===== src/rtl/spw_rx_pkg.sv =====
// Shared definitions for the receive character sequencer: control codes,
// FIFO end-of-packet markers and the sequencer state encoding.
package spw_rx_pkg;

  localparam int unsigned CODE_W   = 2;
  localparam int unsigned FIFO_W   = 9;
  localparam int unsigned BYTE_W   = 8;
  localparam int unsigned CREDIT_W = 6;

  localparam logic [CODE_W-1:0] CODE_FCT = 2'b00;
  localparam logic [CODE_W-1:0] CODE_EOP = 2'b01;
  localparam logic [CODE_W-1:0] CODE_EEP = 2'b10;
  localparam logic [CODE_W-1:0] CODE_ESC = 2'b11;

  localparam logic [FIFO_W-1:0] MARK_EOP = 9'h100;
  localparam logic [FIFO_W-1:0] MARK_EEP = 9'h101;

  typedef enum logic [1:0] {
    ST_DISABLED  = 2'd0,
    ST_WAIT_NULL = 2'd1,
    ST_RUN       = 2'd2,
    ST_ERROR     = 2'd3
  } rx_state_e;

  // FIFO word for an end-of-packet control character
  function automatic logic [FIFO_W-1:0] eop_word(input logic [CODE_W-1:0] code);
    return (code == CODE_EOP) ? MARK_EOP : MARK_EEP;
  endfunction

endpackage


===== src/rtl/rx_char_sequencer_if.sv =====
// Character input bus from the decode/parity registers plus the receive FIFO write port.
interface rx_char_sequencer_if;

  logic                             char_valid_c;
  logic                             char_valid_d;
  logic [2:0]                       control_p_r;
  logic [spw_rx_pkg::FIFO_W-1:0]    dta_timec_p;
  logic                             parity_rec_c;
  logic                             parity_rec_c_gen;
  logic                             parity_rec_d;
  logic                             parity_rec_d_gen;
  logic                             rx_fifo_full;
  logic                             rx_fifo_wr;
  logic [spw_rx_pkg::FIFO_W-1:0]    rx_fifo_data;

  modport master (
    output char_valid_c, char_valid_d, control_p_r, dta_timec_p,
           parity_rec_c, parity_rec_c_gen, parity_rec_d, parity_rec_d_gen,
           rx_fifo_full,
    input  rx_fifo_wr, rx_fifo_data
  );

  modport slave (
    input  char_valid_c, char_valid_d, control_p_r, dta_timec_p,
           parity_rec_c, parity_rec_c_gen, parity_rec_d, parity_rec_d_gen,
           rx_fifo_full,
    output rx_fifo_wr, rx_fifo_data
  );

endinterface


===== src/rtl/rx_char_sequencer_credit.sv =====
// Receive credit counter: saturating add of one FCT step, single decrement per
// accepted N-char, and a flag telling whether an N-char this cycle would underflow.
module rx_credit_counter
  import spw_rx_pkg::*;
#(
  parameter int unsigned MAX_CREDIT  = 56,
  parameter int unsigned CREDIT_STEP = 8
) (
  input  logic                posedge_clk,
  input  logic                rx_reset,
  input  logic                clr,
  input  logic                inc,
  input  logic                dec,
  output logic [CREDIT_W-1:0] credit,
  output logic                underflow_c
);

  localparam int unsigned SUM_W = CREDIT_W + 1;

  logic [SUM_W-1:0] sum;

  // Coincident FCT and N-char net to +step-1 before saturation
  always_comb begin
    sum = SUM_W'(credit);
    if (inc) sum = sum + SUM_W'(CREDIT_STEP);
    if (dec) sum = sum - SUM_W'(1);
  end

  assign underflow_c = (credit == '0) && !inc;

  always_ff @(posedge posedge_clk) begin
    if (rx_reset || clr) begin
      credit <= '0;
    end else if (sum > SUM_W'(MAX_CREDIT)) begin
      credit <= CREDIT_W'(MAX_CREDIT);
    end else begin
      credit <= CREDIT_W'(sum);
    end
  end

endmodule


===== src/rtl/rx_char_sequencer.sv =====
// Receive control stage: classifies each registered character, checks parity,
// escape sequences and credit, and drives the FIFO, time-code and link indications.
module rx_char_sequencer
  import spw_rx_pkg::*;
#(
  parameter int unsigned MAX_CREDIT  = 56,
  parameter int unsigned CREDIT_STEP = 8
) (
  input  logic                posedge_clk,
  input  logic                rx_reset,
  input  logic                rx_enable,
  input  logic                fct_sent,
  rx_char_sequencer_if.slave  bus,
  output logic                tick_out,
  output logic [BYTE_W-1:0]   time_out,
  output logic                got_null,
  output logic                got_fct,
  output logic                got_nchar,
  output logic                got_time,
  output logic                parity_error,
  output logic                esc_error,
  output logic                credit_error,
  output logic [CREDIT_W-1:0] rx_credit
);

  rx_state_e state_q, state_d;
  logic esc_q, esc_d;

  logic              wr_d, tick_d, null_d, fct_d, nchar_d, time_d;
  logic              par_err_d, esc_err_d, cred_err_d;
  logic [FIFO_W-1:0] data_d;
  logic [BYTE_W-1:0] time_val_d;

  logic              char_v, is_ctrl, par_bad, is_fct, is_esc;
  logic [CODE_W-1:0] code;
  logic [FIFO_W-1:0] nchar_word;
  logic              credit_clr, credit_inc, credit_dec, underflow_c;
  logic              unused_bits;

  // Control char wins when both valids arrive together
  assign char_v     = bus.char_valid_c || bus.char_valid_d;
  assign is_ctrl    = bus.char_valid_c;
  assign code       = bus.control_p_r[CODE_W-1:0];
  assign is_fct     = is_ctrl && (code == CODE_FCT);
  assign is_esc     = is_ctrl && (code == CODE_ESC);
  assign par_bad    = is_ctrl ? (bus.parity_rec_c != bus.parity_rec_c_gen)
                              : (bus.parity_rec_d != bus.parity_rec_d_gen);
  assign nchar_word = is_ctrl ? eop_word(code) : {1'b0, bus.dta_timec_p[BYTE_W-1:0]};
  assign unused_bits = ^{bus.control_p_r[2], bus.dta_timec_p[FIFO_W-1]};

  assign credit_clr = !rx_enable || (state_q == ST_DISABLED);
  assign credit_inc = fct_sent && rx_enable &&
                      ((state_q == ST_WAIT_NULL) || (state_q == ST_RUN));

  rx_credit_counter #(
    .MAX_CREDIT  (MAX_CREDIT),
    .CREDIT_STEP (CREDIT_STEP)
  ) u_credit (
    .posedge_clk (posedge_clk),
    .rx_reset    (rx_reset),
    .clr         (credit_clr),
    .inc         (credit_inc),
    .dec         (credit_dec),
    .credit      (rx_credit),
    .underflow_c (underflow_c)
  );

  always_ff @(posedge posedge_clk) begin
    if (rx_reset) begin
      state_q <= ST_DISABLED;
      esc_q   <= 1'b0;
    end else begin
      state_q <= state_d;
      esc_q   <= esc_d;
    end
  end

  // Next state and next values of every registered output
  always_comb begin
    state_d    = state_q;
    esc_d      = esc_q;
    wr_d       = 1'b0;
    data_d     = bus.rx_fifo_data;
    tick_d     = 1'b0;
    time_d     = 1'b0;
    time_val_d = time_out;
    null_d     = 1'b0;
    fct_d      = 1'b0;
    nchar_d    = 1'b0;
    par_err_d  = parity_error;
    esc_err_d  = esc_error;
    cred_err_d = credit_error;
    credit_dec = 1'b0;

    if (!rx_enable) begin
      state_d    = ST_DISABLED;
      esc_d      = 1'b0;
      par_err_d  = 1'b0;
      esc_err_d  = 1'b0;
      cred_err_d = 1'b0;
    end else begin
      case (state_q)
        ST_DISABLED: begin
          state_d = ST_WAIT_NULL;
          esc_d   = 1'b0;
        end
        ST_WAIT_NULL: begin
          if (char_v) begin
            esc_d = is_esc;
            if (is_fct && esc_q) begin
              null_d  = 1'b1;
              state_d = ST_RUN;
            end
          end
        end
        ST_RUN: begin
          if (char_v) begin
            esc_d = 1'b0;
            if (par_bad) begin
              par_err_d = 1'b1;
              state_d   = ST_ERROR;
            end else if (esc_q) begin
              if (is_fct) begin
                null_d = 1'b1;
              end else if (!is_ctrl) begin
                tick_d     = 1'b1;
                time_d     = 1'b1;
                time_val_d = bus.dta_timec_p[BYTE_W-1:0];
              end else begin
                esc_err_d = 1'b1;
                state_d   = ST_ERROR;
              end
            end else if (is_esc) begin
              esc_d = 1'b1;
            end else if (is_fct) begin
              fct_d = 1'b1;
            end else if (bus.rx_fifo_full || underflow_c) begin
              cred_err_d = 1'b1;
              state_d    = ST_ERROR;
            end else begin
              wr_d       = 1'b1;
              data_d     = nchar_word;
              nchar_d    = 1'b1;
              credit_dec = 1'b1;
            end
          end
        end
        ST_ERROR: begin
          state_d = ST_ERROR;
        end
        default: begin
          state_d = ST_DISABLED;
        end
      endcase
    end
  end

  always_ff @(posedge posedge_clk) begin
    if (rx_reset) begin
      bus.rx_fifo_wr   <= 1'b0;
      bus.rx_fifo_data <= '0;
      tick_out         <= 1'b0;
      time_out         <= '0;
      got_null         <= 1'b0;
      got_fct          <= 1'b0;
      got_nchar        <= 1'b0;
      got_time         <= 1'b0;
      parity_error     <= 1'b0;
      esc_error        <= 1'b0;
      credit_error     <= 1'b0;
    end else begin
      bus.rx_fifo_wr   <= wr_d;
      bus.rx_fifo_data <= data_d;
      tick_out         <= tick_d;
      time_out         <= time_val_d;
      got_null         <= null_d;
      got_fct          <= fct_d;
      got_nchar        <= nchar_d;
      got_time         <= time_d;
      parity_error     <= par_err_d;
      esc_error        <= esc_err_d;
      credit_error     <= cred_err_d;
    end
  end

endmodule


===== src/flat_wrapper.sv =====
// flat-port wrapper written by rule: the top's interface ports become plain ports
module rx_char_sequencer_flat import spw_rx_pkg::*;
#(
  parameter int unsigned MAX_CREDIT  = 56,
  parameter int unsigned CREDIT_STEP = 8
)
  (posedge_clk, rx_reset, rx_enable, fct_sent, tick_out, time_out, got_null, got_fct, got_nchar, got_time, parity_error, esc_error, credit_error, rx_credit, bus_char_valid_c, bus_char_valid_d, bus_control_p_r, bus_dta_timec_p, bus_parity_rec_c, bus_parity_rec_c_gen, bus_parity_rec_d, bus_parity_rec_d_gen, bus_rx_fifo_full, bus_rx_fifo_wr, bus_rx_fifo_data);
  rx_char_sequencer_if bus_i ();
  input  logic posedge_clk;
  input  logic rx_reset;
  input  logic rx_enable;
  input  logic fct_sent;
  output logic tick_out;
  output logic [BYTE_W-1:0] time_out;
  output logic got_null;
  output logic got_fct;
  output logic got_nchar;
  output logic got_time;
  output logic parity_error;
  output logic esc_error;
  output logic credit_error;
  output logic [CREDIT_W-1:0] rx_credit;
  input wire logic [$bits(bus_i.char_valid_c)-1:0] bus_char_valid_c;
  input wire logic [$bits(bus_i.char_valid_d)-1:0] bus_char_valid_d;
  input wire logic [$bits(bus_i.control_p_r)-1:0] bus_control_p_r;
  input wire logic [$bits(bus_i.dta_timec_p)-1:0] bus_dta_timec_p;
  input wire logic [$bits(bus_i.parity_rec_c)-1:0] bus_parity_rec_c;
  input wire logic [$bits(bus_i.parity_rec_c_gen)-1:0] bus_parity_rec_c_gen;
  input wire logic [$bits(bus_i.parity_rec_d)-1:0] bus_parity_rec_d;
  input wire logic [$bits(bus_i.parity_rec_d_gen)-1:0] bus_parity_rec_d_gen;
  input wire logic [$bits(bus_i.rx_fifo_full)-1:0] bus_rx_fifo_full;
  output wire logic [$bits(bus_i.rx_fifo_wr)-1:0] bus_rx_fifo_wr;
  output wire logic [$bits(bus_i.rx_fifo_data)-1:0] bus_rx_fifo_data;
  assign bus_i.char_valid_c = bus_char_valid_c;
  assign bus_i.char_valid_d = bus_char_valid_d;
  assign bus_i.control_p_r = bus_control_p_r;
  assign bus_i.dta_timec_p = bus_dta_timec_p;
  assign bus_i.parity_rec_c = bus_parity_rec_c;
  assign bus_i.parity_rec_c_gen = bus_parity_rec_c_gen;
  assign bus_i.parity_rec_d = bus_parity_rec_d;
  assign bus_i.parity_rec_d_gen = bus_parity_rec_d_gen;
  assign bus_i.rx_fifo_full = bus_rx_fifo_full;
  assign bus_rx_fifo_wr = bus_i.rx_fifo_wr;
  assign bus_rx_fifo_data = bus_i.rx_fifo_data;
  rx_char_sequencer #(.MAX_CREDIT(MAX_CREDIT), .CREDIT_STEP(CREDIT_STEP)) u_core (.posedge_clk(posedge_clk), .rx_reset(rx_reset), .rx_enable(rx_enable), .fct_sent(fct_sent), .bus(bus_i), .tick_out(tick_out), .time_out(time_out), .got_null(got_null), .got_fct(got_fct), .got_nchar(got_nchar), .got_time(got_time), .parity_error(parity_error), .esc_error(esc_error), .credit_error(credit_error), .rx_credit(rx_credit));
endmodule

===== config.mk =====
export PLATFORM = sky130hd
export DESIGN_NAME = rx_char_sequencer_flat
export DESIGN_NICKNAME = d
export VERILOG_FILES = /design/src/rtl/spw_rx_pkg.sv /design/src/rtl/rx_char_sequencer_if.sv /design/src/rtl/rx_char_sequencer_credit.sv /design/src/rtl/rx_char_sequencer.sv /design/src/flat_wrapper.sv
export SDC_FILE = /design/constraint.sdc
export NUM_CORES = 1
export LEC_CHECK = 0
export CORE_AREA = 2 2 65 67
export CTS_CLUSTER_DIAMETER = 30
export DETAILED_ROUTE_END_ITERATION = 6
export DIE_AREA = 0 0 67 69
export PLACE_DENSITY_LB_ADDON = 0.08
export SYNTH_ARGS = -nofsm -noshare
export SYNTH_HDL_FRONTEND = slang
export SYNTH_HIERARCHICAL = 1
export SYNTH_SLANG_ARGS = --single-unit

===== constraint.sdc =====
create_clock -name posedge_clk -period 5.4 [get_ports posedge_clk]
set_input_delay 1.08 -clock posedge_clk [delete_from_list [all_inputs] [get_ports posedge_clk]]
set_output_delay 1.08 -clock posedge_clk [all_outputs]
set_load 0.02 [all_outputs]

# Yosys cells after proc, flatten, opt, wreduce, memory -nomap -nowiden
# Index checks and enable logic that the tools add are counted.
[word_totals] regBits=33 in_bits=23 out_inout_bits=32 elab_cells=106
[classes] addsub=2 n_lt_le_gt_ge=1 n_eq_ne=14 n_mux=39 bitwise=9 reduce_logical=28
[ops] op="1-bit two-way mux" count=22
[ops] op="7-bit AND reduction" count=3
[ops] op="2-bit two-way mux" count=10
[ops] op="7-bit two-way mux" count=2
[ops] op="7-bit OR reduction" count=2
[ops] op="9-bit two-way mux" count=1
[ops] op="1-bit NOT" count=9
[ops] op="4-bit by 2-bit inequality test with 1-bit output, second input constant" count=2
[ops] op="2-bit case mux with 4 select lines" count=1
[ops] op="8-bit AND reduction" count=1
[ops] op="6-bit by 4-bit adder with 7-bit output, second input constant" count=1
[ops] op="7-bit by 6-bit > comparator with 1-bit output, second input constant" count=1
[ops] op="7-bit by 1-bit subtractor with 7-bit output, second input constant" count=1
[ops] op="2-bit equality test, second input constant" count=3
[ops] op="1-bit logical AND" count=6
[ops] op="6-bit logical NOT" count=1
[ops] op="6-bit two-way mux" count=1
[ops] op="3-bit AND reduction" count=2
[ops] op="6-bit AND reduction" count=1
[ops] op="1-bit logical OR" count=5
[ops] op="2-bit by 1-bit equality test with 1-bit output, second input constant" count=2
[ops] op="2-bit logical NOT" count=2
[ops] op="2-bit by 1-bit inequality test with 1-bit output, second input constant" count=2
[ops] op="4-bit inequality test, second input constant" count=1
[ops] op="8 further kinds" count=11

# Depth between registers and ports, before layout
[depth] word_depth=17 ltp_mapped=15 depth_no_buf=13

# Modules after synthesis
# Netlist, hierarchy kept.
[by_module_without_submodules] mod="rx_char_sequencer" instances=1 cells_per_inst=152 area_per_inst_um2=1391.3 seq_area_each_um2=540.5
[by_module_without_submodules] mod="rx_credit_counter" instances=1 cells_per_inst=53 area_per_inst_um2=538.0 seq_area_each_um2=120.1

# Worst setup path after synthesis
# No wires, ideal clock.
[synth_path] kind="input to register" from="input port fct_sent" to="register u_core.u_credit.credit[0]" setup_time_ns=0.087 arrival_ns=3.507 required_time_ns=5.313 setup_slack_ns=1.806 path_stages=13 n_path_buf=2 cell_sequence="and3_1 > or3_4 > nor4b_1 > nor2_1 > nand2_1 > nor3_2 > buf_6 > buf_6 > or3_4 > a21oi_2 > nor3_2 > a21boi_4 > nor4b_2"
[synth_between] elab_chain_cells=16 word_cells_on_any_way=18 classes_between="add/sub (1); order compare (1); mux (10); reduce/logical (6)"
[synth_lines] item="start, declared" line_no="flat_wrapper.sv:12" text="input logic fct_sent;"
[synth_lines] item="1-bit logical AND * (2 in a row)" line_no="rx_char_sequencer.sv:52" text="assign credit_inc = fct_sent && rx_enable &&"
[synth_lines] item="1-bit logical NOT *" line_no="rx_char_sequencer_credit.sv:29" text="assign underflow_c = (credit == '0) && !inc;"
[synth_lines] item="1-bit logical AND *" line_no="rx_char_sequencer_credit.sv:29"
[synth_lines] item="named net u_core.underflow_c" line_no="rx_char_sequencer.sv:37" text="logic credit_clr, credit_inc, credit_dec, underflow_c;"
[synth_lines] item="1-bit logical OR *" line_no="rx_char_sequencer.sv:137" text="end else if (bus.rx_fifo_full || underflow_c) begin"
[synth_lines] item="1-bit two-way mux *" line_no="rx_char_sequencer.sv:137"
[synth_lines] item="1-bit two-way mux *" line_no="rx_char_sequencer.sv:135" text="end else if (is_fct) begin"
[synth_lines] item="1-bit two-way mux *" line_no="rx_char_sequencer.sv:133" text="end else if (is_esc) begin"
[synth_lines] item="1-bit two-way mux *" line_no="rx_char_sequencer.sv:122" text="end else if (esc_q) begin"
[synth_lines] item="1-bit two-way mux *" line_no="rx_char_sequencer.sv:119" text="if (par_bad) begin"
[synth_lines] item="1-bit two-way mux *" line_no="rx_char_sequencer.sv:117" text="if (char_v) begin"
[synth_lines] item="1-bit two-way mux *" line_no="rx_char_sequencer.sv:102" text="case (state_q)"
[synth_lines] item="1-bit two-way mux *" line_no="rx_char_sequencer.sv:95" text="if (!rx_enable) begin"
[synth_lines] item="named net u_core.credit_dec" line_no="rx_char_sequencer.sv:37"
[synth_lines] item="7-bit two-way mux *" line_no="rx_char_sequencer_credit.sv:26" text="if (dec) sum = sum - SUM_W'(1);"
[synth_lines] item="7-bit by 6-bit > comparator with 1-bit output" line_no="rx_char_sequencer_credit.sv:34" text="end else if (sum > SUM_W'(MAX_CREDIT)) begin"
[synth_lines] item="2-bit OR reduction (no source line)"
[synth_lines] item="end signal, assigned" line_no="rx_char_sequencer_credit.sv:35" text="credit <= CREDIT_W'(MAX_CREDIT);"
[synth_lines] item="end signal, assigned" line_no="rx_char_sequencer_credit.sv:37" text="credit <= CREDIT_W'(sum);"
[synth_lines] item="end, declared" line_no="rx_char_sequencer_credit.sv:14" text="output logic [CREDIT_W-1:0] credit,"
# Mark *: on every way through the listed nets, which the timed path passes. The rest lies on a longest branch.
# A chain may end at the register's enable or synchronous reset.

# Final worst setup path
[layout_path] from="input port rx_enable" to="register u_core.u_credit.credit[0]"
[layout_between] elab_chain_cells=16 word_cells_on_any_way=21 classes_between="add/sub (1); order compare (1); mux (10); reduce/logical (9)"
[layout_lines] item="start, declared" line_no="flat_wrapper.sv:11" text="input logic rx_enable;"
[layout_lines] item="1-bit logical AND * (2 in a row)" line_no="rx_char_sequencer.sv:52"
[layout_lines] item="named net u_core.credit_inc" line_no="rx_char_sequencer.sv:37"
[layout_lines] item="1-bit logical NOT *" line_no="rx_char_sequencer_credit.sv:29"
[layout_lines] item="1-bit logical AND *" line_no="rx_char_sequencer_credit.sv:29"
[layout_lines] item="named net u_core.underflow_c" line_no="rx_char_sequencer.sv:37"
[layout_lines] item="1-bit logical OR *" line_no="rx_char_sequencer.sv:137"
[layout_lines] item="1-bit two-way mux *" line_no="rx_char_sequencer.sv:137"
[layout_lines] item="1-bit two-way mux *" line_no="rx_char_sequencer.sv:135"
[layout_lines] item="1-bit two-way mux *" line_no="rx_char_sequencer.sv:133"
[layout_lines] item="1-bit two-way mux *" line_no="rx_char_sequencer.sv:122"
[layout_lines] item="1-bit two-way mux *" line_no="rx_char_sequencer.sv:119"
[layout_lines] item="1-bit two-way mux *" line_no="rx_char_sequencer.sv:117"
[layout_lines] item="1-bit two-way mux *" line_no="rx_char_sequencer.sv:102"
[layout_lines] item="1-bit two-way mux *" line_no="rx_char_sequencer.sv:95"
[layout_lines] item="7-bit two-way mux *" line_no="rx_char_sequencer_credit.sv:26"
[layout_lines] item="7-bit by 6-bit > comparator with 1-bit output" line_no="rx_char_sequencer_credit.sv:34"
[layout_lines] item="2-bit OR reduction (no source line)"
# Marks and branches as above.

==> metrics <==
post-CTS resize count=0; Max VDD drop=~0.00011 V; multi-input logic area=roughly 1100 um2; number of fillers in the final layout=366; Max Cap Violations=0; CTS hold repair buffers=0; H-tree levels=2; Worst path slowest cell=clkdlybuf4s50_1; Worst Setup End Kind=flop; initial antenna violation count=0; DRC violations left=0; Fin. Hold Viols=0; worst r2r src=u_core/state_q[0]; Total Wirelength=3980 um; Worst Hold Class=reg -> reg; CTS tree=built; critical path buffer and inverter count=1; commonest non-fill, non-tap cell in the layout=clkdlybuf4s50_1; CTS root buffer=clkbuf_8; Die Y-Extent=69 um; vias per cell=5.18; worst rel slew slack=0.446; routability cong.=0.869; FP Rows=23; Slew Viols, Final=0; YS warnings=6; FMAX=255 MHz; outcome=finished clean; Reg power frac=0.459; flop and latch count out of synthesis=33; Max FO, Critical Path=7; Clock Power Share=0.438; Post-synth EDFFs=0; Reg area=661 um2; Synth Net Count=236; R2R Setup Slk=~2000 ps; wire length per cell=13.0 um; cell-internal power=about 420 uW; Layout area overhead=31.8%; combinational power share=0.103; launch point of the worst path=rx_enable; worst-path cell chain=clkdlybuf4s50_1 -> and3_1 -> or3_4 -> nor4b_1 -> nor2_1 -> nand2_1 -> nor3_2 -> or3_4 -> a21oi_2 -> nor3_2 -> a21boi_4 -> nor4b_2; Placed Cells incl. Taps=slightly below 300; worst reg2reg path depth=13; Setup crit start kind=input pin; # Post-CTS Setup Buffers=0; Pwr Density=211 nW/um2; synth unique cells=52; post-route antenna net violation count=0; Psw=113 uW; Synth Cell Area=about 1900 um2; arrival time worst endpoint=roughly 4100 ps; Synth Flop Type=dfxtp_1; number of global-route vias before repair=1501; DR vias=1579; Final #Nets=285; crit-path leading delay family=simple AND/OR/NAND/NOR gates; Switching Share=0.211; Finish-stage setup viols=0; Sum Neg Setup Slack=0 ps; later-pin clock latency in the skew report=280 ps; WP depth=12; Req. time, crit path=between 5000 and 6000 ps; minimum clock period=between 3000 and 4000 ps; first-pass GRT wire length=6910 um; worst-margin pin slew=826 ps; io pins=between 50 and 60; Seq/Total Area, Yosys=0.342; Gate Count Post-Synth=205; clock-pin slew on the worst setup and hold paths=70 ps; Finished Layout Cells=305; slowest cell delay on critical path=490 ps; Die ar.=4620 um2; Diodes inserted=0; Crit Path Class=in -> reg; Syn Area/Cell=around 9.4 um2; port bufs=52; unrepaired setup endpoints after global routing=no; Initial Util=0.493; DR iter-0 viols=101; layout cells sized above 1=0.118; leakage power=0.000838 uW; Total GRT Usage=0.189; die width=67 um; DP Wirelength=3030 um; Reg-to-Reg End=u_core/u_credit/credit[0]; clk sinks=33; core box area=~4000 um2; Final Cycle Share=0.725; largest net degree at the start of global routing=35; drt first pass iters=4; CTS Buffer Depth=2; share of async-settable or async-resettable flops after synthesis=0; commonest cells after routing, fill and taps aside=clkdlybuf4s50_1 (52), nand2_1 (40), dfxtp_1 (33); CP Capture Point=u_core/u_credit/credit[0]; total grt overflow=0; CTS buffer count=5; Max Clock Skew=6.08 ps
[power by group through the flow]
stage	registers [uW]	clock network, uW	logic, uW
2_1_floorplan	251	0	32.8
3_3_place_gp	251	0	54.8
3_5_place_dp	252	0	54.8
4_1_cts	246	242	55.2
5_1_grt	246	252	60.8
6_report	246	235	55.0
[layout make-up]
class	instances	area share
multi-input cells	153	0.449
flip-flops and latches	33	0.260
repair buffers	54	0.211
clock buffers	7	0.0339
well taps	50	0.0246
clock inverters	1	0.0118
inverters	7	0.0103
[sequential cells by signal, indices dropped and copies added (netlist names)]
name and cells:
u_core/state_q 2, u_core/u_credit/credit 6, u_core/got_fct 1, u_core/esc_q 1, u_core/credit_error 1, u_core/got_time 1, u_core/time_out 8, u_core/got_nchar 1
u_core/got_null 1, u_core/bus.rx_fifo_data 9, u_core/parity_error 1, u_core/esc_error 1
[per-stage QoR]
stage               hold slack (ps)  power, uW  instance area, um2  worst slack, ps  utilization
floorplan                       468        284                1930             1810            -
global placement                444        306                2430             1200        0.620
finish                          457        536                2540             1480        0.650
CTS                             459        544                2540             1480        0.650
global route                    487        559                2540             1280        0.650
detailed placement              449        306                2430             1190        0.620
[cells in the mapped netlist, drive strengths merged, types with 3 or more instances]
cell	number	area (um2)
a21oi	6	33.8
buf	8	65.1
dfxtp	33	661
ha	8	100
inv	6	22.5
mux2i	20	200
nand2	40	150
nand2b	5	31.3
nand3	3	15.0
nand3b	10	75.1
nor2	7	28.8
nor3	6	40.0
nor4b	5	77.6
or2	3	18.8
xnor2	5	51.3
xor2	6	60.1
[worst register-to-register path: cells and delay by family (launching register included)]
kind                       cells  cell delay [ps]
and+or+nand+nor                9             2170
DFF                            1              410
adders and majority gates      1              320
AOI/OAI and AO/OA              2              300
buffers and inverters          1              110
[kinds of logic (layout without fill, tap and decap cells)]
family / Yosys count / in the layout / share of synthesized area
mux: 21 / 21 / 0.110
compound gates: 24 / 24 / 0.108
xor+xnor: 11 / 11 / 0.0577
fa+ha+maj: 8 / 8 / 0.0519
buf+inv: 19 / 69 / 0.0655
simple gates: 89 / 89 / 0.265
flops: 33 / 33 / 0.342
[worst min-delay path by stage]
stage	startpoint	end	slack (ps)	depth (start not counted)
floorplan	u_core/state_q[1]	u_core/state_q[1]	470	2
global placement	u_core/time_out[2]	u_core/time_out[2]	440	2
detailed placement	u_core/bus.rx_fifo_data[8]	u_core/bus.rx_fifo_data[8]	450	2
CTS	u_core/bus.rx_fifo_data[2]	u_core/bus.rx_fifo_data[2]	460	2
global route	u_core/bus.rx_fifo_data[2]	u_core/bus.rx_fifo_data[2]	490	2
finish	u_core/bus.rx_fifo_data[2]	u_core/bus.rx_fifo_data[2]	460	2
[routing by layer]
layer	vias up	part of all wire	global-route usage
li1	802	-	-
met1	727	0.49	0.267
met2	44	0.46	0.279
met3	6	0.045	0.0473
met4	0	0.010	0.0612
met5	-	0	0
Power figures use the tool's default switching activity.
